<file path="config.mk">
export PLATFORM = sky130hd
export DESIGN_NAME = draw_flash_flat
export DESIGN_NICKNAME = d
export VERILOG_FILES = /design/src/rtl/dh_pkg.sv /design/src/rtl/itf_vga.sv /design/src/rtl/signal_synchronizer.sv /design/src/rtl/draw_flash.sv /design/src/flat_wrapper.sv
export SDC_FILE = /design/constraint.sdc
export NUM_CORES = 1
export LEC_CHECK = 0
export BUFFER_PORTS_ARGS = -buffer_cell sky130_fd_sc_hd__buf_4
export CELL_PAD_IN_SITES_DETAIL_PLACEMENT = 1
export CELL_PAD_IN_SITES_GLOBAL_PLACEMENT = 2
export CORE_ASPECT_RATIO = 1.25
export CORE_MARGIN = 3
export CORE_UTILIZATION = 27
export CTS_BUF_LIST = sky130_fd_sc_hd__clkbuf_16
export CTS_CLUSTER_DIAMETER = 30
export CTS_CLUSTER_SIZE = 24
export DETAILED_ROUTE_END_ITERATION = 8
export MAX_ROUTING_LAYER = met4
export PLACE_DENSITY = 0.81
export SYNTH_ARGS = -nofsm -noshare
export SYNTH_HDL_FRONTEND = slang
export SYNTH_SLANG_ARGS = --single-unit
</file>
<file path="constraint.sdc">
create_clock -name clk -period 2.6 [get_ports clk]
set_input_delay 0.26 -clock clk [delete_from_list [all_inputs] [get_ports clk]]
set_output_delay 0.26 -clock clk [all_outputs]
set_load 0.01 [all_outputs]
</file>
<file path="src/rtl/dh_pkg.sv">
// Shared types and constants for the light-gun flash stage.
package dh_pkg;

    localparam int HV_W  = 11;
    localparam int RGB_W = 12;

    localparam logic [RGB_W-1:0] COLOR_BLACK = 12'h000;
    localparam logic [RGB_W-1:0] COLOR_WHITE = 12'hFFF;

    typedef enum logic [2:0] {
        IDLE,
        ARM,
        DARK,
        LIT,
        DONE
    } flash_state_t;

    // How the current pixel's colour is produced.
    typedef enum logic [1:0] {
        PIX_PASS,
        PIX_BLACK,
        PIX_BOX
    } pix_mode_t;

    typedef struct packed {
        logic [HV_W-1:0]  hcount;
        logic [HV_W-1:0]  vcount;
        logic             hsync;
        logic             vsync;
        logic             hblnk;
        logic             vblnk;
        logic [RGB_W-1:0] rgb;
    } vga_pix_t;

endpackage

</file>
<file path="src/rtl/itf_vga.sv">
// VGA timing and pixel bundle passed between drawing stages.
interface itf_vga;

    logic [dh_pkg::HV_W-1:0]  hcount;
    logic [dh_pkg::HV_W-1:0]  vcount;
    logic                     hsync;
    logic                     vsync;
    logic                     hblnk;
    logic                     vblnk;
    logic [dh_pkg::RGB_W-1:0] rgb;

    modport in  (input  hcount, vcount, hsync, vsync, hblnk, vblnk, rgb);
    modport out (output hcount, vcount, hsync, vsync, hblnk, vblnk, rgb);

endinterface

</file>
<file path="src/rtl/signal_synchronizer.sv">
// Two-flop synchronizer for asynchronous level inputs.
module signal_synchronizer #(
    parameter int WIDTH = 1
) (
    input  logic             clk,
    input  logic             rst,
    input  logic [WIDTH-1:0] d_i,
    output logic [WIDTH-1:0] q_o
);

    logic [WIDTH-1:0] meta_q;
    logic [WIDTH-1:0] sync_q;

    // NOTE: non-blocking assignments make both flops sample together, so the chain really is two stages deep.
    always_ff @(posedge clk) begin
        if (rst) begin
            meta_q <= '0;
            sync_q <= '0;
        end else begin
            meta_q <= d_i;
            sync_q <= meta_q;
        end
    end

    assign q_o = sync_q;

endmodule

</file>
<file path="src/rtl/draw_flash.sv">
// Zapper flash sequencer: blacks out the picture, flashes a white target box,
// and reports whether the photodetector saw only the box.
module draw_flash
    import dh_pkg::*;
#(
    parameter int TARGET_WIDTH  = 64,
    parameter int TARGET_HEIGHT = 48,
    parameter int DARK_FRAMES   = 1,
    parameter int LIT_FRAMES    = 1
) (
    input  logic       clk,
    input  logic       rst,
    input  logic       new_frame,
    input  logic       shot_req,
    input  logic [9:0] target_x,
    input  logic [9:0] target_y,
    input  logic       target_valid,
    input  logic       gun_photodetector,
    itf_vga.in         in,
    itf_vga.out        out,
    output logic       busy,
    output logic       hit,
    output logic       miss
);

    localparam logic [3:0]      DARK_LAST = 4'(DARK_FRAMES - 1);
    localparam logic [3:0]      LIT_LAST  = 4'(LIT_FRAMES - 1);
    localparam logic [HV_W-1:0] BOX_W_M1  = HV_W'(TARGET_WIDTH - 1);
    localparam logic [HV_W-1:0] BOX_H_M1  = HV_W'(TARGET_HEIGHT - 1);

    flash_state_t state_q, state_d;
    logic [3:0]   count_q, count_d;
    logic [9:0]   tx_q, ty_q;
    logic         tvalid_q;
    logic         dark_seen_q, dark_seen_d;
    logic         lit_seen_q, lit_seen_d;
    logic         latch_target;
    pix_mode_t    mode;
    vga_pix_t     pix_q, pix_d;
    logic         det_s;
    logic         in_box;
    logic [HV_W-1:0] x_lo, x_hi, y_lo, y_hi;

    signal_synchronizer #(.WIDTH(1)) u_det_sync (
        .clk (clk),
        .rst (rst),
        .d_i (gun_photodetector),
        .q_o (det_s)
    );

    // 11-bit bounds: x + width cannot wrap, so an off-screen box clips cleanly.
    assign x_lo   = {1'b0, tx_q};
    assign y_lo   = {1'b0, ty_q};
    assign x_hi   = x_lo + BOX_W_M1;
    assign y_hi   = y_lo + BOX_H_M1;
    assign in_box = tvalid_q
                    && (in.hcount >= x_lo) && (in.hcount <= x_hi)
                    && (in.vcount >= y_lo) && (in.vcount <= y_hi);

    // NOTE: every always_comb output gets a default first so no path leaves it unassigned (no latches).
    always_comb begin
        state_d      = state_q;
        count_d      = count_q;
        dark_seen_d  = dark_seen_q;
        lit_seen_d   = lit_seen_q;
        latch_target = 1'b0;
        mode         = PIX_PASS;

        unique case (state_q)
            IDLE: begin
                if (shot_req) state_d = ARM;
            end
            ARM: begin
                if (new_frame) begin
                    latch_target = 1'b1;
                    dark_seen_d  = 1'b0;
                    lit_seen_d   = 1'b0;
                    count_d      = '0;
                    state_d      = DARK;
                    mode         = PIX_BLACK;
                end
            end
            DARK: begin
                mode = PIX_BLACK;
                if (det_s) dark_seen_d = 1'b1;
                if (new_frame) begin
                    if (count_q == DARK_LAST) begin
                        count_d = '0;
                        state_d = LIT;
                        mode    = PIX_BOX;
                    end else begin
                        count_d = count_q + 4'd1;
                    end
                end
            end
            LIT: begin
                mode = PIX_BOX;
                if (det_s) lit_seen_d = 1'b1;
                if (new_frame) begin
                    if (count_q == LIT_LAST) begin
                        state_d = DONE;
                        mode    = PIX_PASS;
                    end else begin
                        count_d = count_q + 4'd1;
                    end
                end
            end
            DONE: begin
                state_d = IDLE;
            end
            default: begin
                state_d = IDLE;
            end
        endcase
    end

    always_comb begin
        pix_d.hcount = in.hcount;
        pix_d.vcount = in.vcount;
        pix_d.hsync  = in.hsync;
        pix_d.vsync  = in.vsync;
        pix_d.hblnk  = in.hblnk;
        pix_d.vblnk  = in.vblnk;
        pix_d.rgb    = in.rgb;
        if (in.hblnk || in.vblnk) begin
            pix_d.rgb = COLOR_BLACK;
        end else begin
            case (mode)
                PIX_BLACK: pix_d.rgb = COLOR_BLACK;
                PIX_BOX:   pix_d.rgb = in_box ? COLOR_WHITE : COLOR_BLACK;
                default:   pix_d.rgb = in.rgb;
            endcase
        end
    end

    always_ff @(posedge clk) begin
        if (rst) begin
            state_q     <= IDLE;
            count_q     <= '0;
            tx_q        <= '0;
            ty_q        <= '0;
            tvalid_q    <= 1'b0;
            dark_seen_q <= 1'b0;
            lit_seen_q  <= 1'b0;
            pix_q       <= '0;
        end else begin
            state_q     <= state_d;
            count_q     <= count_d;
            dark_seen_q <= dark_seen_d;
            lit_seen_q  <= lit_seen_d;
            pix_q       <= pix_d;
            if (latch_target) begin
                tx_q     <= target_x;
                ty_q     <= target_y;
                tvalid_q <= target_valid;
            end
        end
    end

    assign out.hcount = pix_q.hcount;
    assign out.vcount = pix_q.vcount;
    assign out.hsync  = pix_q.hsync;
    assign out.vsync  = pix_q.vsync;
    assign out.hblnk  = pix_q.hblnk;
    assign out.vblnk  = pix_q.vblnk;
    assign out.rgb    = pix_q.rgb;

    // Any light during the dark frames marks the shot as a cheat or stray light.
    assign busy = (state_q != IDLE);
    assign hit  = (state_q == DONE) && lit_seen_q && !dark_seen_q && tvalid_q;
    assign miss = (state_q == DONE) && !(lit_seen_q && !dark_seen_q && tvalid_q);

endmodule

</file>
<file path="src/flat_wrapper.sv">
// flat-port wrapper written by rule: the top's interface ports become plain ports
module draw_flash_flat import dh_pkg::*;
#(
    parameter int TARGET_WIDTH  = 64,
    parameter int TARGET_HEIGHT = 48,
    parameter int DARK_FRAMES   = 1,
    parameter int LIT_FRAMES    = 1
)
  (clk, rst, new_frame, shot_req, target_x, target_y, target_valid, gun_photodetector, busy, hit, miss, in_hcount, in_vcount, in_hsync, in_vsync, in_hblnk, in_vblnk, in_rgb, out_hcount, out_vcount, out_hsync, out_vsync, out_hblnk, out_vblnk, out_rgb);
  itf_vga in_i ();
  itf_vga out_i ();
  input  logic clk;
  input  logic rst;
  input  logic new_frame;
  input  logic shot_req;
  input  logic [9:0] target_x;
  input  logic [9:0] target_y;
  input  logic target_valid;
  input  logic gun_photodetector;
  output logic busy;
  output logic hit;
  output logic miss;
  input wire logic [$bits(in_i.hcount)-1:0] in_hcount;
  input wire logic [$bits(in_i.vcount)-1:0] in_vcount;
  input wire logic [$bits(in_i.hsync)-1:0] in_hsync;
  input wire logic [$bits(in_i.vsync)-1:0] in_vsync;
  input wire logic [$bits(in_i.hblnk)-1:0] in_hblnk;
  input wire logic [$bits(in_i.vblnk)-1:0] in_vblnk;
  input wire logic [$bits(in_i.rgb)-1:0] in_rgb;
  output wire logic [$bits(out_i.hcount)-1:0] out_hcount;
  output wire logic [$bits(out_i.vcount)-1:0] out_vcount;
  output wire logic [$bits(out_i.hsync)-1:0] out_hsync;
  output wire logic [$bits(out_i.vsync)-1:0] out_vsync;
  output wire logic [$bits(out_i.hblnk)-1:0] out_hblnk;
  output wire logic [$bits(out_i.vblnk)-1:0] out_vblnk;
  output wire logic [$bits(out_i.rgb)-1:0] out_rgb;
  assign in_i.hcount = in_hcount;
  assign in_i.vcount = in_vcount;
  assign in_i.hsync = in_hsync;
  assign in_i.vsync = in_vsync;
  assign in_i.hblnk = in_hblnk;
  assign in_i.vblnk = in_vblnk;
  assign in_i.rgb = in_rgb;
  assign out_hcount = out_i.hcount;
  assign out_vcount = out_i.vcount;
  assign out_hsync = out_i.hsync;
  assign out_vsync = out_i.vsync;
  assign out_hblnk = out_i.hblnk;
  assign out_vblnk = out_i.vblnk;
  assign out_rgb = out_i.rgb;
  draw_flash #(.TARGET_WIDTH(TARGET_WIDTH), .TARGET_HEIGHT(TARGET_HEIGHT), .DARK_FRAMES(DARK_FRAMES), .LIT_FRAMES(LIT_FRAMES)) u_core (.clk(clk), .rst(rst), .new_frame(new_frame), .shot_req(shot_req), .target_x(target_x), .target_y(target_y), .target_valid(target_valid), .gun_photodetector(gun_photodetector), .in(in_i), .out(out_i), .busy(busy), .hit(hit), .miss(miss));
endmodule
</file>
==> impl_metrics.yaml, run 1 <==
placement:
  detailed_place.area_um2: 4620
  dp_cells: 688
  gp_congestion: 0.850
  io_buffers: 104
  dpl.hpwl_um: 8010
clock_network:
  cts_root_buffer: "clkbuf_16"
  htreeDepth: 3
  clkSinkCount: 70
  ctsHoldBuffers: 0
  insertion_delay_ns: 0.33
  cts_buffers: 9
  clk_pin_slew_worst_paths_ns: 0.06
  cts_buffer_depth: 2
  cts_tree: "done"
yosys:
  async_reset_ff_share_pct: 0
  syn_avg_cell_area_um2: 8.56
  yosysWarnings: 0
  synth_fp_nets: 528
  synth-edff-count: 0
  ys_seq_elements: 70
  ys_seq_area_share_pct: 39.2
  netlist_instances: 417
  synth_cell_types: 41
  synth_flop_cell: "dfxtp_1"
  netlist_area_um2: 3570
route:
  route.detailed.drc: 0
  drt-initial-drc-count: 83
  via_count: 3274
  drt-wirelength-per-cell_um: 14.6
  routed_wl_um: 10300
  ant_nets: 0
  dr.pass1.iters: 4
  vias_per_cell: 4.62
power_and_ir_drop:
  p_seq_share_pct: 41.6
  total_power_uw: 2780
  comb_power_share_pct: 20.5
  p_sw_share_pct: 26.9
  internal_power_uw: 2030
  leakagePower_uw: 0.00228
  clkPwrFrac_pct: 37.9
  p_sw_uw: 749
  power_density_nw_per_um2: 548
  vdd_ir_drop_max_mv: 0.246
layout:
  seqCellArea_um2: 1410
  drive_gt1_share_pct: 29.8
  area_growth_pct: 42.3
  n_fill_cell: 1519
  fin_nets: 649
  instances_no_fill: 709
  layout_common_cells: "buf_4 (122), nand2_1 (86), dfxtp_1 (63), ha_1 (45), a21oi_1 (35)"
  final_common_cell: "buf_4"
  n_antenna_cell: 0
  final_area_um2: 5080
  multi_input_area_um2: 2150
timing:
  fmax_mhz: 397
  setup_viol: 0
  slew_headroom_pct: 41.2
  fin_crit_sh_pct: 96.9
  fin_setup_tns_ns: 0
  finalCriticalPeriod_ns: 2.52
  tightest_slew_ns: 0.881
  rsz0062_at_grt: "yes"
  drv_slew: 0
  finalHoldViolCount: 0
  fin_worst_skew_ns: 0.00547
grt:
  grt_pass1_wl_um: 16500
  grt_max_degree: 56
  grt.total_usage_pct: 14.8
  antenna_found_initial: 0
  grt_pass1_vias: 3502
  overflow: 0
floorplan:
  start_util_pct: 27.8
  die_y_um: 135
  core-area_um2: 12800
  num_io_pins: 105
  die_w_um: 109
  die_area_um2: 14600
  fp-row-count: 46
worst_setup_path:
  required_ns: 2.82
  reg2reg_slack_ns: 0.08
  crit_type: "reg2reg"
  worstSetupEndpointType: "flop"
  start_kind: "flop"
  arrival_ns: 2.74
  cp_max_fo: 6
run_status:
  status: "completed"
flow_run:
  cap_violations: 0
min_path:
  min_path_type: "in2reg"
[cell type report]
cell class / instances / area share [%]
Tap cell: 168 / 4.14
Sequential cell: 70 / 27.8
Timing Repair Buffer: 125 / 19.1
Multi-Input combinational cell: 307 / 42.2
Inverter: 25 / 1.85
Clock buffer: 9 / 4.43
Clock inverter: 5 / 0.419
[path summary, 6_finish.rpt]
kind,start,endpoint,cells after the start
setup reg to reg,u_core.ty_q[1]$_SDFFE_PP0P_,u_core.out.rgb[6]$_SDFF_PP0_,14
hold reg to reg,u_core.u_det_sync.meta_q$_SDFF_PP0_,u_core.u_det_sync.q_o$_SDFF_PP0_,1
hold / removal,in_rgb[10],u_core.out.rgb[10]$_SDFF_PP0_,3
setup / recovery,u_core.ty_q[1]$_SDFFE_PP0P_,u_core.out.rgb[6]$_SDFF_PP0_,14
[per-layer routing]
layer	routed length (um)	track usage (%)
met2	5370	25.5
met1	4350	16.6
met3	477	3.54
met4	131	4.77
met5	0	-
[critical path, stage by stage (launching register included)]
cell,delay [ns]
dfxtp_4,0.36
inv_2,0.08
ha_4,0.16
nand3_4,0.09
a21oi_4,0.15
buf_6,0.12
xnor2_1,0.05
ha_1,0.30
nand4_1,0.12
a21oi_1,0.14
nor3_1,0.07
o211a_1,0.24
o2111ai_4,0.28
clkbuf_16,0.20
nand2_1,0.05
[power by group through the flow]
stage / logic, uW / clock network [uW] / registers, uW
after floorplan: 283 / 0 / 1180
after global placement: 514 / 0 / 1170
after detailed placement: 536 / 0 / 1180
after CTS: 545 / 1090 / 1150
after global routing: 645 / 1140 / 1160
final: 570 / 1050 / 1160
[cell families (layout without fill, tap and decap cells)]
logic type | count (synthesis) | after routing | synth area share, %
muxes | 1 | 1 | 0.280
AOI/OAI and AO/OA | 70 | 70 | 12.2
DFF | 70 | 70 | 39.2
adders and majority gates | 47 | 47 | 16.5
and+or+nand+nor | 170 | 170 | 22.7
buffers and inverters | 40 | 164 | 4.41
xor gates and xnor gates | 19 | 19 | 4.66
[flip-flops by register name, indices dropped and copies added, names as in the netlist, 3 cells and up]
signal and flops:
u_core.out.hcount 11, u_core.state_q 3, u_core.out.vcount 11, u_core.count_q 4, u_core.tx_q 10, u_core.ty_q 10, u_core.out.rgb 12
[metrics by stage]
stage / utilization, % / hold WS (ns) / setup slack [ns]
2_1_floorplan: - / 0.359 / 0.0138
3_3_place_gp: 36.0 / 0.425 / 0.0620
3_5_place_dp: 36.0 / 0.440 / -0.00668
4_1_cts: 38.1 / 0.107 / 0.0208
5_1_grt: 39.6 / 0.117 / -0.101
6_report: 39.6 / 0.117 / 0.0796
[Yosys cell counts, types with 2 or more instances]
library cell / count / area [um2]
nor3b_1: 2 / 15.0
a211o_1: 2 / 17.5
nor2b_1: 30 / 188
ha_1: 47 / 588
o21a_1: 2 / 15.0
o21ai_0: 7 / 35.0
nor3_1: 6 / 30.0
nand3b_1: 2 / 15.0
nor4_1: 4 / 25.0
xnor2_1: 16 / 140
and2_1: 2 / 12.5
clkbuf_1: 13 / 48.8
dfxtp_1: 70 / 1400
nand3_1: 5 / 25.0
a21o_1: 7 / 52.6
nand4b_1: 2 / 17.5
nand2_1: 87 / 327
a31oi_1: 4 / 25.0
inv_1: 25 / 93.8
a211oi_1: 2 / 15.0
a21oi_1: 37 / 185
nor2_1: 15 / 56.3
xor2_1: 3 / 26.3
nand4_1: 9 / 56.3
a41o_1: 2 / 20.0
[repair_timing]
action / 4_1_cts / 5_1_grt
endpoints found under the setup margin: 12 / 12
pin swaps: 3 / 19
gates resized for setup: 4 / 30
endpoints found under the hold margin: 0 / 0
gates cloned: 0 / 1
buffers inserted: 1 / 5
No activity file was read; power rests on OpenSTA's default activity.
==> inputs of run 2 (changes only) <==
- CORE_ASPECT_RATIO: 1.25 -> 2
==> run 2 against run 1 <==
Combinational power grew 3.5%. Design area rose by 2.5%. Count of clock-buffer cells in the layout did not move. Global-route usage grew 0.50 points. Sequential cell count unchanged. First-iteration DRC count decreased by 41%. Die area rose by 0.52%. Utilization is 1.2 points higher. Register-to-register slack is essentially flat. Sequential share of layout area shrank 0.69 points. Fmax is 0.49% lower. Critical endpoint is now u_core.out.rgb[11]$_SDFF_PP0_. Largest cell class unchanged. Largest power group is now clock. Highest routed layer unchanged.
==> impl_metrics.yaml, run 2 (synthesis gave the netlist of run 1 again) <==
power_and_ir_drop:
  total_power_uw: 3090
  clkPwrFrac_pct: 43.6
  vdd_ir_drop_max_mv: 0.380
  p_sw_share_pct: 26.6
  power_density_nw_per_um2: 593
  p_sw_uw: 822
  comb_power_share_pct: 19.1
  leakagePower_uw: 0.00231
  internal_power_uw: 2260
  p_seq_share_pct: 37.3
timing:
  finalHoldViolCount: 0
  slew_headroom_pct: 46.9
  tightest_slew_ns: 0.795
  setup_viol: 0
  fmax_mhz: 395
  rsz0062_at_grt: "yes"
  fin_setup_tns_ns: 0
  fin_crit_sh_pct: 97.4
  fin_worst_skew_ns: 0.00526
  finalCriticalPeriod_ns: 2.53
  drv_slew: 0
clock_network:
  cts_buffers: 9
  cts_root_buffer: "clkbuf_16"
  cts_tree: "done"
  ctsHoldBuffers: 0
  htreeDepth: 3
  clk_pin_slew_worst_paths_ns: 0.06
  clkSinkCount: 70
  insertion_delay_ns: 0.34
  cts_buffer_depth: 2
route:
  drt-initial-drc-count: 49
  dr.pass1.iters: 4
  routed_wl_um: 10900
  drt-wirelength-per-cell_um: 15.7
  route.detailed.drc: 0
  via_count: 3317
  ant_nets: 0
  vias_per_cell: 4.78
placement:
  gp_congestion: 0.796
  dpl.hpwl_um: 8550
  io_buffers: 104
floorplan:
  fp-row-count: 58
  start_util_pct: 28.0
  num_io_pins: 105
  die_area_um2: 14700
  die_y_um: 169
  core-area_um2: 12800
  die_w_um: 87.3
min_path:
  min_path_type: "in2reg"
worst_setup_path:
  cp_max_fo: 6
  required_ns: 2.83
  crit_type: "reg2reg"
  worstSetupEndpointType: "flop"
  critPathMostFrequentCell: "a21oi_2"
  cpPeakStageDelay_ns: 0.36
  start_kind: "flop"
  path_cells: "inv_4 -> ha_4 -> nand3_4 -> a21oi_2 -> buf_4 -> xnor2_2 -> ha_1 -> nand4_1 -> a21oi_2 -> nor3_1 -> o211a_1 -> o2111ai_4 -> clkbuf_16 -> nand2_1"
  arrival_ns: 2.76
  reg2reg_slack_ns: 0.07
  critical_path.slowest_cell: "dfxtp_4"
grt:
  overflow: 0
  grt_pass1_vias: 3655
  antenna_found_initial: 0
  grt_pass1_wl_um: 17100
  grt_max_degree: 56
  grt.total_usage_pct: 15.3
layout:
  n_antenna_cell: 0
  drive_gt1_share_pct: 32.9
  fin_nets: 650
  n_fill_cell: 1529
  final_common_cell: "buf_4"
  area_growth_pct: 45.8
  largest_register_ff_count: 12
  layout_common_cells: "buf_4 (122), nand2_1 (79), dfxtp_1 (64), ha_1 (44), a21oi_1 (35)"
run_status:
  status: "completed"
flow_run:
  cap_violations: 0
-- run 2: cell count changes in the layout (fill, tap and decap cells not counted), moves of 2 or more --
cell,delta
inv_1,-4
nand2_4,+3
clkinv_4,+3
xnor2_2,+2
nand2_2,+4
nand2_1,-7
xnor2_1,-2
bufinv_16,+2
-- run 2: worst paths after layout --
kind | depth (start not counted) | endpoint | start
worst max-delay path | 14 | u_core.out.rgb[11]$_SDFF_PP0_ | u_core.ty_q[1]$_SDFFE_PP0P_
worst min-delay path | 3 | u_core.out.rgb[7]$_SDFF_PP0_ | in_rgb[7]
worst min register to register | 1 | u_core.u_det_sync.q_o$_SDFF_PP0_ | u_core.u_det_sync.meta_q$_SDFF_PP0_
worst max register to register | 14 | u_core.out.rgb[11]$_SDFF_PP0_ | u_core.ty_q[1]$_SDFFE_PP0P_
-- run 2: metal layers --
metal / part of all wire [%] / global-route usage (%) / vias to the layer above / routed length, um
li1: - / - / 1655 / -
met1: 34 / 14.0 / 1557 / 3740
met2: 59 / 29.1 / 82 / 6360
met3: 4.2 / 2.78 / 23 / 455
met4: 2.9 / 7.01 / 0 / 318
met5: 0 / - / - / 0
-- run 2: what timing repair did --
| item | CTS | global route |
|---|---|---|
| cloned | 0 | 1 |
| setup buffers | 1 | 4 |
| pin swaps | 3 | 24 |
| setup endpoints to repair | 12 | 12 |
| resized for setup | 9 | 43 |
-- run 2: final cells by class --
cell class	instances	area [um2]	area share, %
repair buffers	126	983	18.9
clock inverters	7	98.8	1.90
inverters	25	96.3	1.85
clock buffers	9	225	4.32
well taps	150	188	3.60
flip-flops and latches	70	1410	27.1
multi-input cells	307	2200	42.3
-- run 2: per-stage QoR --
stage	cells	worst slack, ns	cell area, um2	util [%]	hold WS [ns]
2_1_floorplan	417	0.0138	3570	-	0.359
3_3_place_gp	672	0.0511	4610	36.1	0.428
3_5_place_dp	672	-0.0245	4610	36.1	0.429
4_1_cts	689	0.00468	4980	39.0	0.104
5_1_grt	694	-0.0934	5210	40.8	0.121
6_report	694	0.0671	5210	40.8	0.111
-- run 2: power groups by stage --
stage               Sequential [uW]  Combinational, uW  Clock (uW)
finish                         1150                590        1350
global route                   1160                667        1430
CTS                            1150                562        1390
detailed placement             1170                549           0
global placement               1170                523           0
floorplan                      1180                283           0
-- run 2: critical path, delay by kind of cell, from the launching register on --
kind,cells,cell delay [ns]
adders and majority gates,2,0.44
buffers and inverters,3,0.42
xor gates and xnor gates,1,0.07
DFF,1,0.36
and+or+nand+nor,4,0.33
AOI/OAI and AO/OA,4,0.81
==> inputs of run 3 (changes only) <==
- PLACE_DENSITY: 0.81 -> 0.71
- SYNTH_HIERARCHICAL: default -> 1
==> run 3 against run 2 <==
The run now ends with setup timing left. Clock skew grew 0.0037 ns. Fmax decreased by 6.1%. Via count unchanged. Die area up 1.5%. Cell count rose by 0.58%. Clock power up 3%. Sequential power about the same. First-iteration DRC count is 24% higher. Combinational power increased by 16%. Utilization shrank 0.38 points. Power rose by 5.0%. Worst hold slack better by 0.014 ns.
==> impl_metrics.yaml, run 3 <==
timing:
  tightest_slew_ns: 0.722
  fin_crit_sh_pct: 104
  setup_viol: 12
  drv_slew: 0
  worst_slack_ns: -0.0964
  rsz0062_at_grt: "yes"
  fin_hold_ws_ns: 0.126
  slew_headroom_pct: 51.7
  finalCriticalPeriod_ns: 2.70
  finalHoldViolCount: 0
  fin_worst_skew_ns: 0.00894
  fmax_mhz: 371
worst_setup_path:
  r2r-end: "u_core/out.rgb[2]$_SDFF_PP0_"
  arrival_ns: 2.96
  reg2reg_depth: 13
  crit_type: "reg2reg"
  start_kind: "flop"
  required_ns: 2.87
  worstSetupEndpointType: "flop"
  cp_max_fo: 6
  worstReg2RegStart: "u_core/ty_q[0]$_SDFFE_PP0P_"
  reg2reg_slack_ns: -0.1
yosys:
  synth_fp_nets: 526
  yosysWarnings: 6
  syn_avg_cell_area_um2: 8.74
  synth_cell_types: 43
  yosys.area.top_type: "dfxtp_1"
  netlist_instances: 415
  synth-edff-count: 0
  async_reset_ff_share_pct: 0
  synth_top_area_share_pct: 38.6
  yosysMostFrequentCell: "dfxtp_1"
  ys_top_cells_by_area: "dfxtp_1 (39%), ha_1 (16%), nand2_1 (6.6%)"
  netlist_area_um2: 3630
  synthTopCellsByCount: "dfxtp_1 (70), nand2_1 (64), ha_1 (47), a21oi_1 (38), nor2b_1 (29)"
  synth_flop_cell: "dfxtp_1"
  ys_seq_area_share_pct: 38.6
  ys_seq_elements: 70
grt:
  grt_max_degree: 57
  grt_pass1_wl_um: 17100
  grt.total_usage_pct: 14.9
  use_met2_pct: 28.3
  grt_pass1_vias: 3653
  gr-max-usage-layer: "met2"
  antenna_found_initial: 0
  use_met3_pct: 2.13
  overflow: 0
  grtUsageMet1_pct: 15.1
layout:
  fin_nets: 652
  largest_register_ff_count: 12
  area_growth_pct: 45.5
  instances_no_fill: 698
  layout_common_cells: "buf_4 (130), nand2_1 (62), dfxtp_1 (62), ha_1 (43), a21oi_1 (36)"
  drive_gt1_share_pct: 33.5
  final_area_um2: 5280
  final_common_cell: "buf_4"
  seqCellArea_um2: 1410
  multi_input_area_um2: 2240
  n_antenna_cell: 0
  utilization_pct: 40.4
  n_fill_cell: 1549
run_status:
  violations: "setup timing"
  status: "finished with violations"
power_and_ir_drop:
  vdd_ir_drop_max_mv: 0.307
  power_density_nw_per_um2: 614
  leakagePower_uw: 0.00238
min_path:
  min_to: "u_core/out.rgb[5]$_SDFF_PP0_"
  hp-start: "in_rgb[5]"
  min_path_type: "in2reg"
  hold_path_depth: 2
route:
  routed_wl_um: 10700
  via_count: 3317
  vias_per_cell: 4.75
  ant_nets: 0
  drt-wirelength-per-cell_um: 15.3
  dr.pass1.iters: 4
  drt-initial-drc-count: 61
  route.detailed.drc: 0
floorplan:
  start_util_pct: 27.8
  die_area_um2: 14900
  die_w_um: 88.0
  fp-row-count: 59
  core-area_um2: 13100
  die_y_um: 170
  num_io_pins: 105
placement:
  gp_congestion: 0.822
  dpl.hpwl_um: 8570
  place_ws_ns: -0.162
  detailed_place.area_um2: 4750
  io_buffers: 104
  dp_cells: 680
clock_network:
  cts_buffer_depth: 2
  cts_buffers: 9
  cts_tree: "done"
  clkSinkCount: 70
  htreeDepth: 3
  cts_root_buffer: "clkbuf_16"
  ctsHoldBuffers: 0
  insertion_delay_ns: 0.33
  clk_pin_slew_worst_paths_ns: 0.06
flow_run:
  cap_violations: 0
-- run 3: cells by family (layout without fill, tap and decap cells) --
group	count (synthesis)	after routing	share of synthesized area, %
muxes	2	2	0.552
and+or+nand+nor	149	149	20.2
buffers and inverters	42	173	4.55
adders and majority gates	47	47	16.2
xor gates and xnor gates	19	19	4.59
AOI/OAI and AO/OA	86	86	15.2
DFF	70	70	38.6
-- run 3: per-stage QoR --
stage	setup TNS (ns)	total power [uW]
floorplan	0	1530
global placement	-0.215	1800
detailed placement	-1.85	1830
CTS	-1.14	3290
global route	-2.68	3410
finish	-0.952	3240
-- run 3: layout make-up --
type	count	share of cell area, %
clock buffers	9	4.27
clock inverters	7	2.16
inverters	25	1.78
multi-input cells	303	42.4
flip-flops and latches	70	26.7
well taps	152	3.60
repair buffers	132	19.1
-- run 3: layer usage --
layer  vias to the layer above  wire, um
met4                         0       112
met2                        72      6030
met1                      1569      4090
met5                         -         0
li1                       1669         -
met3                         7       425
-- run 3: worst max path at each step --
stage                                   startpoint                            end  slack (ns)  cells after the start
global placement    u_core/count_q[0]$_SDFFE_PP0P_  u_core/out.rgb[10]$_SDFF_PP0_       -0.02                     13
finish                 u_core/ty_q[0]$_SDFFE_PP0P_   u_core/out.rgb[2]$_SDFF_PP0_        -0.1                     13
detailed placement     u_core/ty_q[1]$_SDFFE_PP0P_   u_core/out.rgb[2]$_SDFF_PP0_       -0.16                     14
global route           u_core/ty_q[0]$_SDFFE_PP0P_   u_core/out.rgb[2]$_SDFF_PP0_       -0.23                     13
CTS                    u_core/tx_q[4]$_SDFFE_PP0P_   u_core/out.rgb[2]$_SDFF_PP0_       -0.12                     12
floorplan              u_core/ty_q[0]$_SDFFE_PP0P_  u_core/out.rgb[10]$_SDFF_PP0_       0.007                     14
-- run 3: repair_timing --
| action | 4_1_cts | 5_1_grt |
|---|---|---|
| buffers inserted | 0 | 1 |
| gates cloned | 1 | 0 |
| pin swaps | 22 | 12 |
| setup endpoints to repair | 12 | 12 |
| resized for setup | 24 | 17 |
-- run 3: power by group --
group | internal [uW] | switching (uW) | total (uW) | leakage, uW
Clock | 931 | 457 | 1390 | 0.000163
Combinational | 347 | 340 | 687 | 0.00164
Sequential | 1130 | 33.4 | 1160 | 0.000578
Total | 2410 | 831 | 3240 | 0.00238
-- run 3: critical path, stage by stage, from the launching register on --
cell	delay [ns]
dfxtp_2	0.36
inv_2	0.06
ha_4	0.16
nand3_4	0.07
a21oi_4	0.07
or4_4	0.44
ha_4	0.29
and4_1	0.20
nand4_1	0.13
nor3_2	0.15
a21oi_2	0.06
nor4_4	0.34
buf_4	0.21
a21o_1	0.09
